--- config.mk ---
export PLATFORM = sky130hd
export DESIGN_NAME = clock_set_controller
export DESIGN_NICKNAME = d
export VERILOG_FILES = /design/src/rtl/clock_set_controller.sv
export SDC_FILE = /design/constraint.sdc
export NUM_CORES = 1
export LEC_CHECK = 0
export BUFFER_PORTS_ARGS = -buffer_cell sky130_fd_sc_hd__buf_2
export CAP_MARGIN = 20
export CORE_ASPECT_RATIO = 1.1
export CORE_MARGIN = 8
export CORE_UTILIZATION = 55
export CTS_CLUSTER_SIZE = 10
export DETAILED_ROUTE_END_ITERATION = 10
export GPL_TIMING_DRIVEN = 0
export PLACE_DENSITY = 0.79
export SKIP_CTS_REPAIR_TIMING = 1
export SLEW_MARGIN = 0
export SYNTH_ARGS = -nofsm -noshare
export SYNTH_HDL_FRONTEND = slang
export SYNTH_SLANG_ARGS = --single-unit
--- constraint.sdc ---
create_clock -name clk -period 5.51 [get_ports clk]
set_input_delay 1.653 -clock clk [delete_from_list [all_inputs] [get_ports clk]]
set_output_delay 1.653 -clock clk [all_outputs]
set_load 0.1 [all_outputs]
--- src/rtl/clock_set_controller.sv ---
// Set-mode sequencer: turns debounced mode/up/down levels into ctrl_set, one-hot field_sel, inc/dec strobes and blink.
// Optional hold-to-repeat strobes are built only when CLOCK_SET_AUTO_REPEAT_EN is defined.
module clock_set_controller #(
   parameter int TIMEOUT_S     = 30,
   parameter int HOLD_CYCLES   = 50_000_000,
   parameter int REPEAT_CYCLES = 10_000_000
) (
   input  logic       clk,
   input  logic       rst_n,
   input  logic       tick_1hz,
   input  logic       btn_mode,
   input  logic       btn_up,
   input  logic       btn_down,
   output logic       ctrl_set,
   output logic [5:0] field_sel,
   output logic       inc,
   output logic       dec,
   output logic       blink
);

   typedef enum logic [2:0] {
      RUN       = 3'd0,
      SET_SEC   = 3'd1,
      SET_MIN   = 3'd2,
      SET_HOUR  = 3'd3,
      SET_DAY   = 3'd4,
      SET_MONTH = 3'd5,
      SET_YEAR  = 3'd6
   } state_t;

   // An out-of-range parameter set disables the timeout instead of misfiring.
   localparam logic       P_LEGAL   = (TIMEOUT_S >= 2) && (TIMEOUT_S <= 255) &&
                                      (HOLD_CYCLES >= 1) && (REPEAT_CYCLES >= 1);
   localparam logic [7:0] IDLE_LAST = 8'(TIMEOUT_S - 1);

   state_t     r_state, w_state_nxt;
   logic       r_prev_mode, r_prev_up, r_prev_down;
   logic       r_ctrl_set, r_inc, r_dec, r_blink;
   logic [5:0] r_field_sel, w_field_nxt;
   logic [7:0] r_idle;
   logic       w_mode_edge, w_up_edge, w_dn_edge, w_in_set;
   logic       w_up_acc, w_dn_acc, w_rep_up, w_rep_dn, w_activity, w_timeout;

   assign w_mode_edge = btn_mode & ~r_prev_mode;
   assign w_up_edge   = btn_up   & ~r_prev_up;
   assign w_dn_edge   = btn_down & ~r_prev_down;
   assign w_in_set    = (r_state != RUN);
   assign w_up_acc    = w_in_set & w_up_edge & ~w_dn_edge & ~w_mode_edge;
   assign w_dn_acc    = w_in_set & w_dn_edge & ~w_up_edge & ~w_mode_edge;
   assign w_activity  = w_mode_edge | w_up_edge | w_dn_edge | w_rep_up | w_rep_dn;
   // Any button activity in the same cycle as the deadline counts as the user still being present.
   assign w_timeout   = P_LEGAL & w_in_set & tick_1hz & (r_idle == IDLE_LAST) & ~w_activity;

`ifdef CLOCK_SET_AUTO_REPEAT_EN
   logic [1:0][31:0] r_hold_cnt;
   logic [1:0]       r_hold_act, r_hold_rep;
   logic [1:0]       w_start, w_stop, w_rep_fire;

   assign w_start   = {w_dn_acc, w_up_acc};
   assign w_stop[0] = ~btn_up   | w_dn_edge | w_mode_edge | ~w_in_set;
   assign w_stop[1] = ~btn_down | w_up_edge | w_mode_edge | ~w_in_set;

   always_comb begin
      w_rep_fire = 2'b00;
      for (int d = 0; d < 2; d++) begin
         w_rep_fire[d] = r_hold_act[d] & ~w_stop[d] &
                         (r_hold_rep[d] ? (r_hold_cnt[d] == 32'(REPEAT_CYCLES - 1))
                                        : (r_hold_cnt[d] == 32'(HOLD_CYCLES - 1)));
      end
   end

   always_ff @(posedge clk or negedge rst_n) begin
      if (!rst_n) begin
         r_hold_cnt <= '0;
         r_hold_act <= 2'b00;
         r_hold_rep <= 2'b00;
      end else begin
         for (int d = 0; d < 2; d++) begin
            if (w_start[d]) begin
               r_hold_cnt[d] <= 32'd1;
               r_hold_act[d] <= 1'b1;
               r_hold_rep[d] <= 1'b0;
            end else if (w_stop[d] || w_timeout) begin
               r_hold_cnt[d] <= '0;
               r_hold_act[d] <= 1'b0;
               r_hold_rep[d] <= 1'b0;
            end else if (w_rep_fire[d]) begin
               r_hold_cnt[d] <= '0;
               r_hold_rep[d] <= 1'b1;
            end else if (r_hold_act[d]) begin
               r_hold_cnt[d] <= r_hold_cnt[d] + 32'd1;
            end
         end
      end
   end

   assign w_rep_up = w_rep_fire[0];
   assign w_rep_dn = w_rep_fire[1];
`else
   assign w_rep_up = 1'b0;
   assign w_rep_dn = 1'b0;
`endif

   always_comb begin
      w_state_nxt = r_state;
      if (w_mode_edge) begin
         case (r_state)
            RUN:       w_state_nxt = SET_SEC;
            SET_SEC:   w_state_nxt = SET_MIN;
            SET_MIN:   w_state_nxt = SET_HOUR;
            SET_HOUR:  w_state_nxt = SET_DAY;
            SET_DAY:   w_state_nxt = SET_MONTH;
            SET_MONTH: w_state_nxt = SET_YEAR;
            default:   w_state_nxt = RUN;
         endcase
      end else if (w_timeout) begin
         w_state_nxt = RUN;
      end
   end

   always_comb begin
      w_field_nxt = 6'b000000;
      case (w_state_nxt)
         SET_SEC:   w_field_nxt = 6'b000001;
         SET_MIN:   w_field_nxt = 6'b000010;
         SET_HOUR:  w_field_nxt = 6'b000100;
         SET_DAY:   w_field_nxt = 6'b001000;
         SET_MONTH: w_field_nxt = 6'b010000;
         SET_YEAR:  w_field_nxt = 6'b100000;
         default:   w_field_nxt = 6'b000000;
      endcase
   end

   always_ff @(posedge clk or negedge rst_n) begin
      if (!rst_n) r_state <= RUN;
      else        r_state <= w_state_nxt;
   end

   always_ff @(posedge clk or negedge rst_n) begin
      if (!rst_n) begin
         r_prev_mode <= 1'b0;
         r_prev_up   <= 1'b0;
         r_prev_down <= 1'b0;
         r_ctrl_set  <= 1'b0;
         r_field_sel <= 6'b000000;
         r_inc       <= 1'b0;
         r_dec       <= 1'b0;
         r_blink     <= 1'b0;
         r_idle      <= 8'd0;
      end else begin
         r_prev_mode <= btn_mode;
         r_prev_up   <= btn_up;
         r_prev_down <= btn_down;
         r_ctrl_set  <= (w_state_nxt != RUN);
         r_field_sel <= w_field_nxt;
         r_inc       <= w_up_acc | w_rep_up;
         r_dec       <= w_dn_acc | w_rep_dn;

         if (w_state_nxt == RUN)      r_blink <= 1'b0;
         else if (!w_in_set)          r_blink <= 1'b1;
         else if (r_inc || r_dec)     r_blink <= 1'b1;
         else if (tick_1hz)           r_blink <= ~r_blink;

         if (!w_in_set || (w_state_nxt != r_state) || w_activity) r_idle <= 8'd0;
         else if (tick_1hz)                                        r_idle <= r_idle + 8'd1;
      end
   end

   assign ctrl_set  = r_ctrl_set;
   assign field_sel = r_field_sel;
   assign inc       = r_inc;
   assign dec       = r_dec;
   assign blink     = r_blink;

endmodule

==> out/qor.yml <==
global_routing:
  grt_start_max_net_pins: 25
  grt_pass1_wl_microns: 3380
  grt_util_all_layers: 0.116
  grt_pass1_vias: 782
  overflow: 0
  grt_antenna_before_repair: 0
synthesis:
  syn_area_sq_mm: 0.00113
  yosys.area.top_type: "dfrtp_1"
  yosysWarnings: 0
  ys.flop_type: "dfrtp_1"
  synth_cell_types: 30
  syn-num-nets: 117
  synthTopCellsByArea: "dfrtp_1, nand2_1, nor2b_1"
  ys_seq_area_frac: 0.532
  synth_top_cell_area_share: 0.532
  synth_edf_count: 0
  synth_cells: 109
  ys_seq_elements: 24
  syn_area_per_cell_sq_um: 10.4
  synth-async-reset-ratio: 1.00
clock_network:
  htreeDepth: 1
  cts.sinks: 24
  cts.path.max_buffers: 2
  root_buffer: "clkbuf_4"
  cts_tree: "done"
  path_clk_slew_ns: 0.11
  cts_buffers: 3
  insertion_delay_ns: 0.31
floorplanning:
  start_util: 0.571
  row_count: 17
  design.core.area_sq_mm: 0.00198
  die_area_sq_mm: 0.00376
  die_x_microns: 59.2
  ios: 16
  fp.dieH_microns: 63.5
worst_setup_path:
  cp-end-kind: "primary output"
  critPathTopFamily: "buffers and inverters"
  critPathKind: "reg -> out"
  critPathLaunchType: "register"
  path_cells: "buf_2"
  critical-path-slowest-cell: "buf_2"
  cp_data_required_time_ns: 3.86
  critical-path-max-stage-delay_ns: 0.43
  path_buf_inv: 1
  arrival_ns: 1.12
  cp_max_fo: 2
pwr:
  p_clk_frac: 0.122
  switchingPower_uw: 301
  switching_share: 0.506
  ir_worst_vdd_uv: 391
  p_per_area_mw_per_mm2: 474
  intPower_uw: 294
  pwr-share-comb: 0.485
  p_seq_frac: 0.393
  cellLeakagePower_uw: 0.000534
drt:
  drtIter0Drc: 27
  viasPerCell: 5.66
  routed.top_layer: "met4"
  routed-wl-met2_microns: 958
  vias: 871
  wl_met3_microns: 106
  m1WireLength_microns: 958
  dr.pass1.iters: 4
  wire_per_inst_microns: 13.4
  drt_wl_total_microns: 2070
  drc: 0
  antenna_left: 0
timing:
  rsz0062_at_grt: "no"
  slew_headroom: 0.656
  fmax_ghz: 0.360
  setup_tns_ns: 0
  drv_slew: 0
  holdWs_ns: 0.553
  min_period_ns: 2.78
  setup_violations: 0
  skew_ns: 0.00131
  final_hold_viol_count: 0
  finalCritPeriodShare: 0.504
  worst_pin_slew_ns: 0.516
placement:
  place_congestion: 0.794
  dpl_cell_area_sq_mm: 0.00123
  place.port_buffers: 14
  hpwl_microns: 1570
cells_and_area:
  area_delta_synth_final_pct: 11.3
  drive_gt1_frac: 0.175
  final_common_cell: "dfrtp_1"
  fin_area_sq_mm: 0.00126
  mostFrequentLayoutCells: "dfrtp_1, buf_2, nand2_1"
  diodes: 0
  nets: 136
run:
  maxCapViolCount: 0
outcome:
  status: "completed"
worst_hold_path:
  hold_class: "reg -> reg"
==> flip-flops by register name (all words and copies together), names as in the netlist <==
register     flops
r_state          3
r_prev_down      1
r_prev_mode      1
blink            1
inc              1
r_idle           8
ctrl_set         1
r_prev_up        1
field_sel        6
dec              1
==> power groups by stage <==
stage / clock network (uW) / registers [uW] / logic, uW
global placement: 0 / 237 / 287
floorplan: 0 / 390 / 87.7
finish: 72.7 / 234 / 289
detailed placement: 0 / 238 / 290
CTS: 75.6 / 234 / 290
global route: 79.2 / 238 / 305
==> logic make-up after synthesis <==
logic type | count (synthesis) | synth area share
AND/OR/NAND/NOR | 46 | 0.228
AO/OA/AOI/OAI | 24 | 0.154
flip-flops | 24 | 0.532
buffers and inverters | 9 | 0.0321
XOR/XNOR | 4 | 0.0310
adder cells (fa/ha/maj) | 2 | 0.0222
==> worst paths after layout <==
| path | from | to | slack, ns | cells past startpoint |
|---|---|---|---|---|
| max | blink | blink | 2.73 | 1 |
| min | r_prev_down | dec | 0.55 | 2 |
| max reg2reg | r_idle[1] | r_state[0] | 3.58 | 5 |
| min reg2reg | r_prev_down | dec | 0.55 | 2 |
| max in group asynchronous | rst_n | r_idle[3] | 3.87 | 1 |
| min in group asynchronous | rst_n | field_sel[0] | 1.30 | 1 |
==> per-stage QoR <==
stage | util | setup WS, ns | total power (uW) | std cells
2_1_floorplan | - | 2.72 | 478 | 109
3_3_place_gp | 0.624 | 2.61 | 524 | 151
3_5_place_dp | 0.624 | 2.56 | 528 | 151
4_1_cts | 0.635 | 2.72 | 600 | 154
5_1_grt | 0.635 | 2.71 | 623 | 154
6_report | 0.635 | 2.73 | 595 | 154
==> synth_stat cells (3+ instances only) <==
library cell and instances:
nand4_1 4, nand2_1 10, inv_1 4, dfrtp_1 24, o22ai_1 3, o21ai_0 3
a211oi_1 4, nor2b_1 6, xor2_1 3, nand3_1 6, nor2_1 5, or3_1 4
nand2b_1 3, nor3_1 6
==> area by class of cell <==
cell class	count	area [sq um]
Fill cell	170	722
Sequential cell	24	601
Multi-Input combinational cell	76	492
Timing Repair Buffer	14	70.1
Tap cell	28	35.0
Clock buffer	3	22.5
Buffer	5	21.3
Inverter	4	15.0
==> metal layers <==
metal | track usage | up-vias
met2 | 0.169 | 20
met1 | 0.147 | 405
li1 | - | 441
met4 | 0.0629 | 0
met5 | 0 | -
met3 | 0.0345 | 5
(Power assumes the default switching activity.)
